===== src/rtl/ram_port_arbiter_pkg.sv =====
// ram_port_arbiter_pkg
//   Shared definitions for the two-port RAM arbiter.
//   - Grant encoding: a one-hot pair, bit 0 = port A, bit 1 = port B.
//   - Priority mode selectors for the rr_mode_g parameter.
//   - Round-robin pointer type and its update helper.
package ram_port_arbiter_pkg;

  localparam logic [1:0] GNT_NONE = 2'b00;
  localparam logic [1:0] GNT_A    = 2'b01;
  localparam logic [1:0] GNT_B    = 2'b10;

  localparam int PRI_FIXED = 0;
  localparam int PRI_RR    = 1;

  localparam int NUM_PORTS = 2;
  localparam int PORT_A    = 0;
  localparam int PORT_B    = 1;

  // Which port wins the next tie in round-robin mode.
  typedef enum logic {
    PREFER_A = 1'b0,
    PREFER_B = 1'b1
  } rr_ptr_e;

  // After a grant the other port becomes preferred; with no grant the
  // pointer keeps its value.
  function automatic rr_ptr_e next_ptr(input logic [1:0] gnt, input rr_ptr_e cur);
    rr_ptr_e nxt;
    nxt = cur;
    case (gnt)
      GNT_A:   nxt = PREFER_B;
      GNT_B:   nxt = PREFER_A;
      default: nxt = cur;
    endcase
    return nxt;
  endfunction

endpackage


===== src/rtl/ram_port_arbiter_grant.sv =====
// arb2_grant
//   Combinational 2-way grant.
//   Ports:
//     elig     in  [1:0]  eligible requesters (bit 0 = A, bit 1 = B)
//     rr_mode  in         1 = round-robin on ties, 0 = A always wins ties
//     prefer   in         round-robin pointer (which port wins the next tie)
//     gnt      out [1:0]  one-hot grant, GNT_NONE when nothing is eligible
module arb2_grant
  import ram_port_arbiter_pkg::*;
(
  input  logic [1:0] elig,
  input  logic       rr_mode,
  input  rr_ptr_e    prefer,
  output logic [1:0] gnt
);

  always_comb begin
    gnt = GNT_NONE;
    case (elig)
      2'b01:   gnt = GNT_A;
      2'b10:   gnt = GNT_B;
      2'b11:   gnt = (rr_mode && (prefer == PREFER_B)) ? GNT_B : GNT_A;
      default: gnt = GNT_NONE;
    endcase
  end

endmodule


===== src/rtl/ram_port_arbiter.sv =====
// ram_port_arbiter
//   Shares one single-port synchronous RAM (1-cycle registered read,
//   write-through) between requester A (CPU) and requester B (video/DMA).
//   A request seen in cycle N is issued to the RAM during N+1 (x_ack high),
//   read data comes back on ram_q in N+2 and is presented on x_rdata with a
//   one-cycle x_rvalid strobe in N+3.
//   Ports:
//     clock, reset_n           clock; asynchronous active-low reset
//     a_req/a_we/a_addr/a_wdata   port A command (held until a_ack)
//     a_ack, a_rvalid, a_rdata    port A issue pulse, read strobe, read data
//     b_*                         same set for port B
//     ram_address/ram_data/ram_wren  RAM command outputs
//     ram_q                       RAM read data input
module ram_port_arbiter
  import ram_port_arbiter_pkg::*;
#(
  parameter int addr_width_g = 11,
  parameter int data_width_g = 8,
  parameter int rr_mode_g    = PRI_RR
) (
  input  logic                    clock,
  input  logic                    reset_n,

  input  logic                    a_req,
  input  logic                    a_we,
  input  logic [addr_width_g-1:0] a_addr,
  input  logic [data_width_g-1:0] a_wdata,
  output logic                    a_ack,
  output logic                    a_rvalid,
  output logic [data_width_g-1:0] a_rdata,

  input  logic                    b_req,
  input  logic                    b_we,
  input  logic [addr_width_g-1:0] b_addr,
  input  logic [data_width_g-1:0] b_wdata,
  output logic                    b_ack,
  output logic                    b_rvalid,
  output logic [data_width_g-1:0] b_rdata,

  output logic [addr_width_g-1:0] ram_address,
  output logic [data_width_g-1:0] ram_data,
  output logic                    ram_wren,
  input  logic [data_width_g-1:0] ram_q
);

  localparam logic RR_ENABLE = (rr_mode_g == PRI_RR);

  // Per-port views of the two requester interfaces, indexed by PORT_A/PORT_B.
  logic [NUM_PORTS-1:0]    req_vec;
  logic [NUM_PORTS-1:0]    we_vec;
  logic [addr_width_g-1:0] addr_vec  [NUM_PORTS];
  logic [data_width_g-1:0] wdata_vec [NUM_PORTS];
  logic [data_width_g-1:0] rdata_vec [NUM_PORTS];
  logic [NUM_PORTS-1:0]    rvalid_vec;

  logic [NUM_PORTS-1:0]    elig;
  logic [1:0]              gnt;

  // Issue stage (visible to the RAM during N+1).
  logic [NUM_PORTS-1:0]    ack_reg;
  logic [addr_width_g-1:0] ram_address_reg, ram_address_next;
  logic [data_width_g-1:0] ram_data_reg, ram_data_next;
  logic                    ram_wren_reg, ram_wren_next;
  rr_ptr_e                 ptr_reg, ptr_next;

  // Owner tags of reads in flight: tag1 lines up with the issue cycle,
  // tag2 with the cycle in which ram_q carries the data.
  logic [NUM_PORTS-1:0]    rd_tag1_reg, rd_tag1_next;
  logic [NUM_PORTS-1:0]    rd_tag2_reg;

  assign req_vec[PORT_A]   = a_req;
  assign req_vec[PORT_B]   = b_req;
  assign we_vec[PORT_A]    = a_we;
  assign we_vec[PORT_B]    = b_we;
  assign addr_vec[PORT_A]  = a_addr;
  assign addr_vec[PORT_B]  = b_addr;
  assign wdata_vec[PORT_A] = a_wdata;
  assign wdata_vec[PORT_B] = b_wdata;

  arb2_grant u_grant (
    .elig    (elig),
    .rr_mode (RR_ENABLE),
    .prefer  (ptr_reg),
    .gnt     (gnt)
  );

  // Issue mux. On idle cycles the address/data lines keep their last value
  // and only wren drops.
  always_comb begin
    ram_address_next = ram_address_reg;
    ram_data_next    = ram_data_reg;
    ram_wren_next    = 1'b0;
    case (gnt)
      GNT_A: begin
        ram_address_next = addr_vec[PORT_A];
        ram_data_next    = wdata_vec[PORT_A];
        ram_wren_next    = we_vec[PORT_A];
      end
      GNT_B: begin
        ram_address_next = addr_vec[PORT_B];
        ram_data_next    = wdata_vec[PORT_B];
        ram_wren_next    = we_vec[PORT_B];
      end
      default: begin
        ram_wren_next = 1'b0;
      end
    endcase
  end

  // gnt is one-hot, so masking with ~we leaves the owner bit of a read only.
  assign rd_tag1_next = gnt & ~we_vec;
  assign ptr_next     = next_ptr(gnt, ptr_reg);

  always_ff @(posedge clock or negedge reset_n) begin
    if (!reset_n) begin
      ack_reg         <= '0;
      ram_address_reg <= '0;
      ram_data_reg    <= '0;
      ram_wren_reg    <= 1'b0;
      ptr_reg         <= PREFER_A;
      rd_tag1_reg     <= '0;
      rd_tag2_reg     <= '0;
    end else begin
      ack_reg         <= gnt;
      ram_address_reg <= ram_address_next;
      ram_data_reg    <= ram_data_next;
      ram_wren_reg    <= ram_wren_next;
      ptr_reg         <= ptr_next;
      rd_tag1_reg     <= rd_tag1_next;
      rd_tag2_reg     <= rd_tag1_reg;
    end
  end

  // Per-port eligibility and read-return steering.
  genvar gi;
  generate
    for (gi = 0; gi < NUM_PORTS; gi++) begin : g_port
      logic [data_width_g-1:0] rdata_reg;
      logic                    rvalid_reg;

      // A port in its own ack cycle is presenting either nothing or its
      // next command, which only becomes eligible one cycle later.
      assign elig[gi] = req_vec[gi] & ~ack_reg[gi];

      always_ff @(posedge clock or negedge reset_n) begin
        if (!reset_n) begin
          rdata_reg  <= '0;
          rvalid_reg <= 1'b0;
        end else begin
          rvalid_reg <= rd_tag2_reg[gi];
          if (rd_tag2_reg[gi]) begin
            rdata_reg <= ram_q;
          end
        end
      end

      assign rdata_vec[gi]  = rdata_reg;
      assign rvalid_vec[gi] = rvalid_reg;
    end
  endgenerate

  assign a_ack       = ack_reg[PORT_A];
  assign b_ack       = ack_reg[PORT_B];
  assign a_rvalid    = rvalid_vec[PORT_A];
  assign b_rvalid    = rvalid_vec[PORT_B];
  assign a_rdata     = rdata_vec[PORT_A];
  assign b_rdata     = rdata_vec[PORT_B];
  assign ram_address = ram_address_reg;
  assign ram_data    = ram_data_reg;
  assign ram_wren    = ram_wren_reg;

endmodule

===== config.mk =====
export PLATFORM = sky130hd
export DESIGN_NAME = ram_port_arbiter
export DESIGN_NICKNAME = d
export VERILOG_FILES = /design/src/rtl/ram_port_arbiter_pkg.sv /design/src/rtl/ram_port_arbiter_grant.sv /design/src/rtl/ram_port_arbiter.sv
export SDC_FILE = /design/constraint.sdc
export NUM_CORES = 1
export LEC_CHECK = 0
export BUFFER_PORTS_ARGS = -buffer_cell sky130_fd_sc_hd__buf_2
export CORE_MARGIN = 2
export CORE_UTILIZATION = 45
export DETAILED_ROUTE_END_ITERATION = 12
export PLACE_DENSITY = 0.81
export REMOVE_ABC_BUFFERS = 1
export SYNTH_ARGS = -nofsm -noshare
export SYNTH_HDL_FRONTEND = slang
export SYNTH_SLANG_ARGS = --single-unit

===== constraint.sdc =====
create_clock -name clock -period 1.66 [get_ports clock]
set_input_delay 0.332 -clock clock [delete_from_list [all_inputs] [get_ports clock]]
set_output_delay 0.332 -clock clock [all_outputs]
set_load 0.1 [all_outputs]

# --- Word level (Yosys, flattened, before mapping) ---
# Index checks and enable logic that the tools add are counted.
classes:
  eq_ne: 5
  bitwise: 6
  muxes: 6
  reduce_logical: 1
ops:
  columns: ["operator", "count"]
  rows:
  - ["case mux 11 bit (2 select lines)", 1]
  - ["case mux 8 bit (2 select lines)", 1]
  - ["== test 2 bit, second input constant", 3]
  - ["case mux 2 bit (3 select lines)", 1]
  - ["== test 2 x 1 -> 1 bit, second input constant", 2]
  - ["case mux 1 bit (2 select lines)", 2]
  - ["AND 1 bit", 2]
  - ["AND 2 bit", 1]
  - ["two-way mux 2 bit", 1]
  - ["inverter 1 bit", 2]
  - ["inverter 2 bit", 1]
  - ["nonzero test 2 bit", 1]
totals:
  word_cells: 29
  inputBits: 52
  register_bits: 45
  out_inout_bits: 40

# --- Depth between registers and ports, before layout ---
# Gate-level depths: netlist of the first run.
depth:
  word_depth: 6
  ltp_mapped: 7
  ltp_nobuf: 5

# --- By module ---
# A second synthesis of the first run with hierarchy kept.
hier_totals:
  cells_unflattened: 144
  area_unflattened_um2: 1833.0
by_module_without_submodules:
  columns: ["module", "seq_area_each_um2", "cells_per_inst", "area_per_inst_um2", "n_inst"]
  rows:
  - ["ram_port_arbiter", 1126.1, 140, 1811.7, 1]
  - ["arb2_grant", 0.0, 4, 21.3, 1]

# --- Least setup slack after synthesis of the first run ---
# Ideal clock, no wire load.
synth_path:
  kind: "register to register"
  start: "reg ack_reg[1]"
  end: "reg ram_address_reg[10] (netlist: ram_address[10])"
  arrival_ns: 1.967
  required_time_ns: 1.528
  path_stages_with_launch: 6
  setup_slack_ns: -0.440
  setup_ns: 0.132
  period_less_slack_ns: 2.100
  path_buffers: 1
  cell_sequence: "dfrtp_1 nor2b_1 a21o_1 ha_1 clkbuf_1 o21ai_1"
synth_between:
  elab_chain_cells: 6
  elab_cells_between_ends: 10
  classes_between: "eq/ne: 5; mux: 2; bitwise: 2; reduce/logical: 1"
synth_rtl:
  columns: ["element", "line", "rtl"]
  rows:
  - ["start, declared", "ram_port_arbiter.sv:60", "logic [NUM_PORTS-1:0] ack_reg;"]
  - ["start signal, assigned", "ram_port_arbiter.sv:124", "ack_reg <= gnt;"]
  - ["inverter 1 bit (*)", "ram_port_arbiter.sv:143", "assign elig[gi] = req_vec[gi] & ~ack_reg[gi];"]
  - ["AND 1 bit (*)", "ram_port_arbiter.sv:143", null]
  - ["== test 2 bit / == test 2 x 1 -> 1 bit (equally long branches)", "ram_port_arbiter_grant.sv:19", "case (elig)"]
  - ["case mux 2 bit (3 select lines) (*)", "ram_port_arbiter_grant.sv:19", null]
  - ["== test 2 bit / == test 2 x 1 -> 1 bit (equally long branches)", "ram_port_arbiter.sv:93", "case (gnt)"]
  - ["case mux 11 bit (2 select lines) / nonzero test 2 bit (equally long branches)", null, null]
  - ["end signal, assigned", "ram_port_arbiter.sv:125", "ram_address_reg <= ram_address_next;"]
  - ["end, declared", "ram_port_arbiter.sv:61", "logic [addr_width_g-1:0] ram_address_reg, ram_address_next;"]
# Every way passes the cells marked *; elsewhere a longest branch is shown, timed or not.
# A chain may end at the register's enable or synchronous reset.

# --- Worst setup path after layout of the first run ---
layout_path:
  start: "reg ack_reg[0]"
  end: "reg ptr_reg"
layout_between:
  elab_chain_cells: 6
  elab_cells_between_ends: 10
  classes_between: "eq/ne: 5; mux: 2; bitwise: 2; reduce/logical: 1"
layout_rtl:
  columns: ["element", "line", "rtl"]
  rows:
  - ["inverter 1 bit (*)", "ram_port_arbiter.sv:143", null]
  - ["AND 1 bit (*)", "ram_port_arbiter.sv:143", null]
  - ["== test 2 bit / == test 2 x 1 -> 1 bit (equally long branches)", "ram_port_arbiter_grant.sv:19", null]
  - ["case mux 2 bit (3 select lines) (*)", "ram_port_arbiter_grant.sv:19", null]
  - ["== test 2 bit / == test 2 x 1 -> 1 bit (equally long branches)", "ram_port_arbiter_pkg.sv:30", "case (gnt)"]
  - ["case mux 1 bit (2 select lines) / nonzero test 2 bit (equally long branches)", null, null]
  - ["end signal, assigned", "ram_port_arbiter.sv:128", "ptr_reg <= ptr_next;"]
  - ["end, declared", "ram_port_arbiter.sv:64", "rr_ptr_e ptr_reg, ptr_next;"]
# Marked as above.

==> impl_metrics.yaml, run 1 <==
timing:
  fin_crit_sh: 0.9367
  finalHoldViolCount: 0
  tightest_slew_ps: 494.9
  finalSetupViolations: 0
  relSlewSlack: 0.6724
  drv_slew: 0
  fin_tns_setup_ps: 0
  hold_slack_ps: 206.9
  clock.fmax_mhz: 643.1
  period_needed_ps: 1555
  skew_ps: 3.527
min_path:
  min_from: "a_we"
  hp-class: "in2reg"
clock_network:
  cts_sinks: 45
  cts_made_buffers: 5
  cts_tree: "done"
  root_buffer: "clkbuf_8"
  cts_buffer_depth: 2
  htreeDepth: 2
  clock_latency_ps: 290
  path_clk_slew_ps: 80
place:
  numPortBuffers: 91
  gp_congestion: 0.7320
  place_hpwl_mm: 2.825
  place_area_um2: 2366
logic_synthesis:
  syn_avg_cell_area_um2: 12.95
  ys.flop_type: "dfrtp_1"
  yosysSeqAreaShare: 0.6081
  synth_area_um2: 1852
  syn_inst: 143
  ys_warn_count: 0
  synth_edf_count: 0
  async_flop_share: 1.000
  ys_types: 21
  ys_seq_elements: 45
routing:
  drc: 0
  drtPass1Iterations: 4
  routed_wl_mm: 3.655
  avgViaCountPerCell: 4.830
  vias: 1396
  wl_per_cell_um: 12.65
  ant_nets: 0
  drt_iter0_markers: 54
die:
  start_util: 0.4663
  die-area_um2: 4644
  dieHeight_um: 68.15
  fp-row-count: 23
  die_w_um: 68.15
  core_um2: 3971
  pin_count: 92
worst_setup_path:
  critical_path.startpoint: "ack_reg[0]"
  critPathCaptureType: "flop"
  criticalPathCategory: "reg2reg"
  crit_arrival_ps: 1770
  path_max_fanout: 40
  reg2reg_to: "ptr_reg"
  crit_path_cell_trace: "nand2b_1 > a21o_1 > ha_2 > buf_12 > mux2i_1"
  required_ps: 1880
  rr_startpoint: "ack_reg[0]"
  crit_path_top_delay_cell: "dfrtp_1"
  cp-endpoint: "ptr_reg"
  crit_path_max_incr_delay_ps: 400
  r2r_slack_ps: 110
  worstRegToRegCells: 5
  crit_path_start_kind: "flop"
global_route:
  antenna_found_initial: 0
  grt_pass1_vias: 1293
  gr-total-overflow: 0
  track_usage: 0.1669
  grt_pass1_wl_mm: 5.554
  grt_max_degree: 41
cells_and_area:
  largest_reg_flops: 11
  nets: 292
  final_common_cell: "buf_2"
  diodes: 0
  drive_gt1_frac: 0.5146
  fill_cells: 320
  final_util: 0.6263
  layout_common_cells: "buf_2, dfrtp_1, mux2i_1"
  area_growth_pct: 34.32
  final_cell_area_um2: 2487
outcome:
  outcome: "completed"
flow_run:
  cap_viol_max_count: 0
-- worst min path at each step --
stage	depth (start not counted)	end
final	2	rd_tag1_reg[0]
after global routing	2	rd_tag1_reg[0]
after CTS	2	rd_tag1_reg[0]
after detailed placement	1	a_rdata[0]
after global placement	1	b_rdata[0]
after floorplan	0	a_rdata[0]
-- logic make-up after synthesis --
group	count (synthesis)	share of synthesized area
AOI/OAI and AO/OA	24	0.06892
DFF	45	0.6081
and+or+nand+nor	26	0.05946
buffers and inverters	10	0.04460
muxes	36	0.2054
adders and majority gates	2	0.01351
-- worst max-delay path, delay by kind of cell, from the launching register on --
family	cells	cell delay, ps
adders and majority gates	1	330
muxes	1	200
and+or+nand+nor	1	190
buffers and inverters	1	190
DFF	1	400
AOI/OAI and AO/OA	1	170
-- final cells by class --
| cell class | instances | area, µm² | share of cell area |
|---|---|---|---|
| flip-flops and latches | 45 | 1126 | 0.4527 |
| clock inverters | 1 | 5.005 | 0.002012 |
| clock buffers | 7 | 96.34 | 0.03873 |
| well taps | 50 | 62.56 | 0.02515 |
| repair buffers | 97 | 540.5 | 0.2173 |
| inverters | 1 | 3.754 | 0.001509 |
| multi-input cells | 88 | 653.1 | 0.2626 |
-- Yosys cell counts, types with 2 or more instances --
master | number | area share
clkbuf_1 | 2 | 0.0041
nor2_1 | 2 | 0.0041
ha_1 | 2 | 0.014
buf_2 | 4 | 0.011
mux2_2 | 16 | 0.097
nand2b_1 | 2 | 0.0068
o21ai_1 | 18 | 0.049
buf_12 | 2 | 0.022
mux2i_1 | 20 | 0.11
o21ai_0 | 2 | 0.0054
nand2_1 | 19 | 0.039
dfrtp_1 | 45 | 0.61
-- metrics by stage --
step	std cells	setup slack, ps
6_report	289	105.1
5_1_grt	289	-0.2978
3_3_place_gp	280	133.7
3_5_place_dp	280	88.31
4_1_cts	289	83.53
2_1_floorplan	134	-835.5
-- what timing repair did --
item,in CTS,in global routing
setup buffers,0,0
hold buffers,1,0
endpoints found under the setup margin,0,20
endpoints found under the hold margin,17,0
gates resized for setup,0,3
-- per-layer routing --
layer | vias to the layer above | track usage | share of wire
met3 | 6 | 0.04934 | 0.10
met2 | 82 | 0.2755 | 0.46
li1 | 677 | - | -
met1 | 631 | 0.1950 | 0.42
met5 | - | 0 | 0
met4 | 0 | 0.09000 | 0.016
Power of run 1 is not shown: default switching activity piles up to over one toggle a cycle in this logic, so the estimate is an artifact.
==> run 2: changes to the inputs <==
--- a/config.mk
+++ b/config.mk
@@ -6,6 +6,7 @@
 export NUM_CORES = 1
 export LEC_CHECK = 0
 export BUFFER_PORTS_ARGS = -buffer_cell sky130_fd_sc_hd__buf_2
+export CORE_ASPECT_RATIO = 1.5
 export CORE_MARGIN = 2
 export CORE_UTILIZATION = 45
 export DETAILED_ROUTE_END_ITERATION = 12
==> constraint.sdc (replaced) <==
create_clock -name clock -period 1.66 [get_ports clock]
set_input_delay 0.332 -clock clock [delete_from_list [all_inputs] [get_ports clock]]
set_output_delay 0.332 -clock clock [all_outputs]
set_load 0.005 [all_outputs]
==> run 2 against run 1 <==
  * Critical path depth unchanged
  * Design area rose by 1.2%
  * First-iteration DRC count fell by 57%
  * Largest cell class unchanged
==> impl_metrics.yaml, run 2 (synthesized netlist as in run 1, its figures left out) <==
global_route:
  grt_pass1_vias: 1386
  antenna_found_initial: 0
  grt_pass1_wl_mm: 6.141
  gr-total-overflow: 0
  grt_max_degree: 41
  track_usage: 0.1730
power:
  p_switching_mw: 1.165
  p_leak_nw: 1.278
  pwr-share-seq: 0.445
  total_power_mw: 3.916
  peakVddDrop_mv: 0.8676
  switching_share: 0.2976
  pwr-share-clk: 0.211
  combPwrFrac: 0.344
  intPower_mw: 2.751
  p_per_area_nw_per_um2: 1556
timing:
  hold_slack_ps: 1.771
  fin_crit_sh: 0.9228
  rsz0062_at_grt: "false"
  finalHoldViolCount: 0
  relSlewSlack: 0.6606
  tightest_slew_ps: 509.0
  fin_tns_setup_ps: 0
  skew_ps: 4.310
  finalSetupViolations: 0
  layout_setup_ws_ps: 128.2
  drv_slew: 0
  clock.fmax_mhz: 652.8
  period_needed_ps: 1532
worst_setup_path:
  crit_arrival_ps: 1750
  crit_path_start_kind: "flop"
  crit_path_max_incr_delay_ps: 400
  criticalPathCategory: "reg2reg"
  crit_path_top_delay_cell: "dfrtp_1"
  critPathCaptureType: "flop"
  required_ps: 1870
  crit_path_cell_trace: "nand2b_4 > a21o_1 > ha_2 > buf_12 > mux2i_1"
  path_max_fanout: 20
place:
  numPortBuffers: 91
  place_hpwl_mm: 2.970
  place_area_um2: 2360
  pre_cts_ws_ps: 87.64
  gp_congestion: 0.7224
  dp_cells: 275
routing:
  ant_nets: 0
  drc: 0
  wl_per_cell_um: 13.51
  drt_iter0_markers: 23
  vias: 1414
  routed_wl_mm: 3.837
  drtPass1Iterations: 4
  avgViaCountPerCell: 4.979
die:
  fp-row-count: 28
  dieHeight_um: 82.57
  die-area_um2: 4655
  pin_count: 92
  start_util: 0.4678
  core_um2: 3959
  die_w_um: 56.38
clock_network:
  cts_setup_buffers: 0
  cts_made_buffers: 5
  path_clk_slew_ps: 80
  clock_latency_ps: 290
  root_buffer: "clkbuf_8"
  cts_tree: "done"
  htreeDepth: 2
  cts_sinks: 45
  cts_hold_buffers: 0
  cts_buffer_depth: 2
flow_run:
  cap_viol_max_count: 0
cells_and_area:
  final_util: 0.6356
  largest_reg_flops: 11
  register_area_um2: 1126
  final_cells: 284
  nets: 292
  multi_input_area_um2: 658.1
  diodes: 0
  final_cell_area_um2: 2516
  final_common_cell: "buf_2"
  layout_common_cells: "buf_2, dfrtp_1, mux2i_1"
  fill_cells: 353
  drive_gt1_frac: 0.5146
  area_growth_pct: 35.88
min_path:
  hp-class: "in2async"
outcome:
  outcome: "completed"
-- run 2: changes by cell type in the layout (fill, tap and decap cells not counted), sizes merged --
cell / delta
clkbuf: +1
clkinv: -1
dlygate4sd3: -1
bufinv: +1
-- run 2: worst paths after layout --
kind,slack [ps],start,cells past startpoint,end
worst max-delay path,130,ack_reg[0],5,ptr_reg
worst min-delay path,2,reset_n,1,ram_data[2]
worst max register to register,130,ack_reg[0],5,ptr_reg
worst min register to register,350,rd_tag1_reg[0],0,rd_tag2_reg[0]
max in group asynchronous,1160,reset_n,2,b_rdata[1]
min in group clock,210,a_we,2,rd_tag1_reg[0]
-- run 2: power by group through the flow --
| stage | Sequential [mW] | Combinational, mW | Clock, mW |
|---|---|---|---|
| 6_report | 1.74 | 1.35 | 0.826 |
| 4_1_cts | 1.74 | 1.31 | 0.852 |
| 3_5_place_dp | 1.75 | 1.31 | 0 |
| 5_1_grt | 1.80 | 1.49 | 0.894 |
| 2_1_floorplan | 1.79 | 0.564 | 0 |
| 3_3_place_gp | 1.74 | 1.27 | 0 |
-- run 2: final cells by class --
type	instances	share of cell area
Clock inverter	1	0.01193
Inverter	1	0.001492
Sequential cell	45	0.4475
Tap cell	45	0.02238
Multi-Input combinational cell	88	0.2616
Timing Repair Buffer	97	0.2208
Clock buffer	7	0.03431
-- run 2: critical path, delay by kind of cell, from the launching register on --
family          cells  cell delay, ps
buf+inv             1             160
mux                 1             190
flops               1             400
compound gates      1             160
fa+ha+maj           1             370
simple gates        1             160
-- run 2: what timing repair did --
item                                    in CTS  in global routing
gates resized for setup                      0                  3
hold endpoints to repair                     0                  0
endpoints found under the setup margin       0                  1
-- run 2: metal layers --
metal / up-vias / GRT usage / wire length, µm
met5: - / 0 / 0
li1: 680 / - / -
met2: 70 / 0.3224 / 2025
met3: 10 / 0.04673 / 276
met1: 654 / 0.1825 / 1443
met4: 0 / 0.07619 / 91
No activity file was read; power rests on OpenSTA's default activity.
